<file path="config.mk">
export PLATFORM = sky130hd
export DESIGN_NAME = nibble_serial_addsub
export DESIGN_NICKNAME = d
export VERILOG_FILES = /design/src/rtl/nibble_serial_addsub_pkg.sv /design/src/rtl/nibble_serial_addsub_cla4.sv /design/src/rtl/nibble_serial_addsub.sv
export SDC_FILE = /design/constraint.sdc
export NUM_CORES = 1
export LEC_CHECK = 0
export CORE_MARGIN = 5
export CORE_UTILIZATION = 25
export CTS_BUF_LIST = sky130_fd_sc_hd__clkbuf_8
export CTS_CLUSTER_SIZE = 24
export DETAILED_ROUTE_END_ITERATION = 8
export GPL_TIMING_DRIVEN = 0
export SETUP_SLACK_MARGIN = 0.3
export SLEW_MARGIN = 20
export SYNTH_ARGS = -nofsm -noshare
export SYNTH_HDL_FRONTEND = slang
export SYNTH_SLANG_ARGS = --single-unit
</file>
<file path="constraint.sdc">
create_clock -name clk -period 3.5 [get_ports clk]
set_input_delay 0.875 -clock clk [delete_from_list [all_inputs] [get_ports clk]]
set_output_delay 0.875 -clock clk [all_outputs]
set_load 0.02 [all_outputs]
</file>
<file path="src/rtl/nibble_serial_addsub_pkg.sv">
// rtl/nibble_serial_addsub_pkg.sv - shared types and constants for the nibble-serial adder/subtractor
//
// Purpose : FSM state encoding and the slice width used by the top and the CLA slice.
// Ports   : none (package).

package nibble_serial_addsub_pkg;

    localparam int NIBBLE_W = 4;

    typedef enum logic [1:0] {
        ST_IDLE = 2'd0,
        ST_CALC = 2'd1,
        ST_DONE = 2'd2
    } state_e;

endpackage

</file>
<file path="src/rtl/nibble_serial_addsub_cla4.sv">
// rtl/nibble_serial_addsub_cla4.sv - 4-bit carry-lookahead adder slice
//
// Purpose : combinational 4-bit add with lookahead carries, one nibble per use.
// Ports   : a, b   [3:0] in   addends
//           c_in         in   carry in
//           s      [3:0] out  sum
//           c_out        out  carry out of bit 3

module nibble_serial_addsub_cla4
    import nibble_serial_addsub_pkg::*;
(
    input  logic [NIBBLE_W-1:0] a,
    input  logic [NIBBLE_W-1:0] b,
    input  logic                c_in,
    output logic [NIBBLE_W-1:0] s,
    output logic                c_out
);

    logic [NIBBLE_W-1:0] g;
    logic [NIBBLE_W-1:0] p;
    logic [NIBBLE_W-1:0] c;

    assign g = a & b;
    assign p = a ^ b;

    // Every carry is a flat sum of products of generate/propagate terms,
    // so no carry depends on the carry of the bit below it.
    assign c[0] = c_in;
    assign c[1] = g[0] | (p[0] & c_in);
    assign c[2] = g[1] | (p[1] & g[0]) | (p[1] & p[0] & c_in);
    assign c[3] = g[2] | (p[2] & g[1]) | (p[2] & p[1] & g[0])
                | (p[2] & p[1] & p[0] & c_in);
    assign c_out = g[3] | (p[3] & g[2]) | (p[3] & p[2] & g[1])
                 | (p[3] & p[2] & p[1] & g[0])
                 | (p[3] & p[2] & p[1] & p[0] & c_in);

    assign s = p ^ c;

endmodule

</file>
<file path="src/rtl/nibble_serial_addsub.sv">
// rtl/nibble_serial_addsub.sv - multi-cycle WIDTH-bit add/sub, one nibble per clock
//
// Purpose : a +/- b computed LSB nibble first through a single CLA slice, with the
//           carry held in a flop between cycles. Valid/ready on both sides.
// Ports   : clk, rst (sync, active high)
//           in_valid/in_ready, a, b, sub     operand handshake (sub=1: a-b)
//           out_valid/out_ready, result      result handshake, result held until taken
//           c_out                            final carry (sub: 1 = no borrow)
//           overflow                         two's-complement signed overflow

module nibble_serial_addsub
    import nibble_serial_addsub_pkg::*;
#(
    parameter int WIDTH = 32
) (
    input  logic             clk,
    input  logic             rst,
    input  logic             in_valid,
    output logic             in_ready,
    input  logic [WIDTH-1:0] a,
    input  logic [WIDTH-1:0] b,
    input  logic             sub,
    output logic             out_valid,
    input  logic             out_ready,
    output logic [WIDTH-1:0] result,
    output logic             c_out,
    output logic             overflow
);

    localparam int NIB   = WIDTH / NIBBLE_W;
    localparam int CNT_W = $clog2(NIB);
    localparam logic [CNT_W-1:0] CNT_LAST = CNT_W'(NIB - 1);

    state_e             state_q,    state_d;
    logic [CNT_W-1:0]   cnt_q,      cnt_d;
    logic [WIDTH-1:0]   a_q,        a_d;
    logic [WIDTH-1:0]   b_q,        b_d;
    logic               carry_q,    carry_d;
    logic [WIDTH-1:0]   result_q,   result_d;
    logic               c_out_q,    c_out_d;
    logic               ovf_q,      ovf_d;
    logic               a_msb_q,    a_msb_d;
    logic               b_msb_q,    b_msb_d;

    logic [NIBBLE_W-1:0] nib_s;
    logic                nib_c;

    nibble_serial_addsub_cla4 u_cla4 (
        .a     (a_q[NIBBLE_W-1:0]),
        .b     (b_q[NIBBLE_W-1:0]),
        .c_in  (carry_q),
        .s     (nib_s),
        .c_out (nib_c)
    );

    always_comb begin
        state_d  = state_q;
        cnt_d    = cnt_q;
        a_d      = a_q;
        b_d      = b_q;
        carry_d  = carry_q;
        result_d = result_q;
        c_out_d  = c_out_q;
        ovf_d    = ovf_q;
        a_msb_d  = a_msb_q;
        b_msb_d  = b_msb_q;

        case (state_q)
            ST_IDLE: begin
                if (in_valid) begin
                    // Subtraction is a + ~b + 1: invert b here and seed the carry with 1.
                    a_d     = a;
                    b_d     = sub ? ~b : b;
                    carry_d = sub;
                    cnt_d   = '0;
                    a_msb_d = a[WIDTH-1];
                    b_msb_d = sub ? ~b[WIDTH-1] : b[WIDTH-1];
                    state_d = ST_CALC;
                end
            end
            ST_CALC: begin
                // Each sum nibble enters at the top; after NIB shifts the LSB nibble
                // has reached bit 0 and the result is in place.
                result_d = {nib_s, result_q[WIDTH-1:NIBBLE_W]};
                a_d      = a_q >> NIBBLE_W;
                b_d      = b_q >> NIBBLE_W;
                carry_d  = nib_c;
                cnt_d    = cnt_q + 1'b1;
                if (cnt_q == CNT_LAST) begin
                    c_out_d = nib_c;
                    // Overflow: both addends share a sign and the sum's sign differs.
                    ovf_d   = (a_msb_q == b_msb_q) && (nib_s[NIBBLE_W-1] != a_msb_q);
                    state_d = ST_DONE;
                end
            end
            ST_DONE: begin
                if (out_ready) begin
                    state_d = ST_IDLE;
                end
            end
            default: begin
                state_d = ST_IDLE;
            end
        endcase
    end

    always_ff @(posedge clk) begin
        if (rst) begin
            state_q  <= ST_IDLE;
            cnt_q    <= '0;
            a_q      <= '0;
            b_q      <= '0;
            carry_q  <= 1'b0;
            result_q <= '0;
            c_out_q  <= 1'b0;
            ovf_q    <= 1'b0;
            a_msb_q  <= 1'b0;
            b_msb_q  <= 1'b0;
        end else begin
            state_q  <= state_d;
            cnt_q    <= cnt_d;
            a_q      <= a_d;
            b_q      <= b_d;
            carry_q  <= carry_d;
            result_q <= result_d;
            c_out_q  <= c_out_d;
            ovf_q    <= ovf_d;
            a_msb_q  <= a_msb_d;
            b_msb_q  <= b_msb_d;
        end
    end

    assign in_ready  = (state_q == ST_IDLE);
    assign out_valid = (state_q == ST_DONE);
    assign result    = result_q;
    assign c_out     = c_out_q;
    assign overflow  = ovf_q;

endmodule

</file>
==> metrics.md <==
| Metric | Value |
|---|---|
| Status | `complete, no violations` |
| Routed WL per cell | `14.7 microns` |
| Layout Cell Area excl Fill | `6060 sq um` |
| Final Core Density | `0.337` |
| CP arrival | `1700 ps` |
| Layout overhead on the synthesized area | `32.9%` |
| Worst Hold Depth | `2` |
| Synth Area in Compound Gates | `0.207` |
| Boundary Pins | `105` |
| # nets final | `749` |
| Root Buffer Master | `clkbuf_8` |
| Clk Latency, worst-skew pair | `390 ps` |
| Largest family of logic cells by synthesized area | `compound AO/OA/AOI/OAI gates` |
| CP startpoint kind | `register` |
| Leak | `2.17 nW` |
| Warnings, synthesis | `0` |
| Final antenna-violating net count | `0` |
| Die W | `145 microns` |
| Pwr per Cell Area | `416 nW/um^2` |
| Commonest non-fill, non-tap cell in the layout | `nand2_1` |
| Period utilisation layout | `0.735` |
| Detail Placement HPWL | `9920 microns` |
| CTS buffer count | `9` |
| Total track usage | `0.126` |
| Synth Area in Adders | `0.0209` |
| Die H | `145 microns` |
| Final-report max-slew violation count | `0` |
| GR Overflow Total | `0` |
| Longest Clk Path Bufs | `2` |
| Post-DP Area | `5870 sq um` |
| H-Tree Depth | `3` |
| Simple-gate area share of the yosys netlist | `0.193` |
| Slowest stage cell, crit path | `clkdlybuf4s50_1` |
| Syn nets | `636` |
| Vias | `roughly 4200` |
| Seq cells post-synth | `106` |
| Setup tns final | `0 ps` |
| R2r worst-path depth | `5` |
| Initial antenna violation count | `0` |
| CP Capture Type | `output port` |
| DRC Markers | `0` |
| Share of cells above drive strength 1 | `0.0723` |
| Final setup skew | `9.54 ps` |
| Max incr delay on CP | `around 700 ps` |
| Via/cell ratio | `between 4 and 5` |
| Crit Path Class | `reg -> out` |
| Maxcap violations | `0` |
| Synth Instances | `560` |
| Unrepaired setup endpoints after global routing | `no` |
| Largest net degree at the start of global routing | `17` |
| Post-synth cell types | `32` |
| # setup viols final | `0` |
| Clock transition at the registers of the reported paths | `100 ps` |
| Vias in the first global route | `about 4100` |
| Crit path max fanout | `5` |
| Worst endpoint required time | `about 2600 ps` |
| Antenna diode count | `0` |
| Buf/Inv on CP | `1` |
| Critical path cell sequence | `nor2b_1 -> clkdlybuf4s50_1` |
| CP top delay family | `buffers and inverters` |
| Seq/Total Area, Yosys | `0.465` |
| Rel. slew slack | `0.562` |
| Routability Congestion | `0.803` |
| 1st-pass router iterations | `4` |
| Die area | `approximately 21000 sq um` |
| Port Buffers | `102` |
| DP Worst Slack | `781 ps` |
| Peak VDD IR | `roughly 170 uV` |
| Worst hold path type | `reg -> reg` |
| First-pass GRT wire length | `between 20000 and 25000 microns` |
| Total wire length | `around 13000 microns` |
| Setup Fix Bufs, Post-CTS | `0` |
| Avg Inst Size Synth | `8.14 sq um` |
| Post-cts resize count | `0` |
| Synth Area in XOR/XNOR | `0.0634` |
| TritonCTS clock tree | `built` |
| Clock sinks | `106` |
| Row count | `49` |
| Final Critical Period | `~2600 ps` |
| Post-Syn Area | `roughly 4600 sq um` |
| Worst setup margin | `928 ps` |
| Initial Util | `0.254` |
| Most frequent cells in the layout | `nand2_1, dfxtp_1, clkdlybuf4s50_1` |
| Final hold violation count | `0` |
| Max Clock Freq | `389 MHz` |
| Post-synthesis mux area share | `0` |
| CORE AREA | `18000 sq um` |
| Worst slew pin tran | `about 660 ps` |
| Crit path depth | `2` |
| Initial DRC count | `~270` |
| Hold buffers post-CTS | `0` |
-- stage by stage --
stage               hold WS [ps]  instances  power [mW]
finish                       462        907        2.52
detailed placement           447        891        1.80
CTS                          462        907        2.55
global placement             443        891        1.80
floorplan                    437        560        1.61
global route                 483        907        2.66
-- path summary, 6_finish.rpt --
path,slack (ps),end,start
worst max-delay path,930,out_valid,state_q[1]$_SDFFE_PP0P_
worst min-delay path,460,result[3]$_SDFFE_PP0N_,result[3]$_SDFFE_PP0N_
worst max register to register,1650,overflow$_SDFFE_PP0P_,a_q[0]$_SDFFE_PP0P_
worst min register to register,460,result[3]$_SDFFE_PP0N_,result[3]$_SDFFE_PP0N_
-- flip-flops by register name, indices dropped and copies added, names as in the netlist --
register,count
overflow,1
carry_q,1
a_msb_q,1
cnt_q,3
c_out,1
b_msb_q,1
result,32
state_q,2
b_q,32
a_q,32
-- final cells by class --
| type | instances | area [sq um] |
|---|---|---|
| buffer | 47 | 215 |
| clock buffer | 12 | 165 |
| clock inverter | 4 | 26.3 |
| fill | 1947 | 11900 |
| inverter | 4 | 15.0 |
| multi-input combinational | 403 | 2210 |
| sequential | 106 | 2120 |
| tap | 229 | 287 |
| timing repair buffer | 102 | 1020 |
-- synthesized netlist by cell type --
master,count,area [sq um]
nand2_1,156,586
dfxtp_1,106,2120
a21oi_1,74,370
nor2_1,44,165
xor2_1,30,263
a22oi_1,29,218
a311oi_1,28,245
buf_2,25,125
clkbuf_1,20,75.1
nand3_1,8,40.0
ha_1,6,75.1
inv_1,4,15.0
nand2b_1,3,18.8
xnor2_1,3,26.3
a2111oi_2,2,30.0
a211o_1,2,17.5
a211oi_1,2,15.0
buf_4,2,15.0
nand4_1,2,12.5
nor2b_1,2,12.5
a221o_2,1,11.3
a311oi_2,1,15.0
a31o_1,1,8.76
and2_1,1,6.26
and2b_1,1,7.51
fa_1,1,20.0
nand2_2,1,6.26
nor3_1,1,5.00
nor3b_2,1,12.5
o21a_1,1,7.51
o31ai_1,1,7.51
or2_2,1,6.26
-- cell families (layout without fill, tap and decap cells) --
group	Yosys count	count (layout)
buffers and inverters	51	169
and+or+nand+nor	221	221
xor gates and xnor gates	33	33
adders and majority gates	7	7
DFF	106	106
AOI/OAI and AO/OA	142	142
-- layer usage --
layer	wire, microns	part of all wire	track usage
met1	6670	0.50	0.181
met2	5750	0.43	0.184
met3	777	0.058	0.0306
met4	185	0.014	0.0420
met5	0	0	0
-- tightest hold or removal path: stages (launching register included) --
cell and delay, ps:
dfxtp_1 320, nand2_1 50, a21oi_1 50
-- power by group --
part | total [mW] | switching [mW] | leakage (nW) | internal [mW]
Sequential | 1.33 | 0.0465 | 0.867 | 1.28
Combinational | 0.442 | 0.246 | 1.21 | 0.195
Clock | 0.753 | 0.438 | 0.0920 | 0.315
Note: power is estimated with default switching activity, not from simulation.
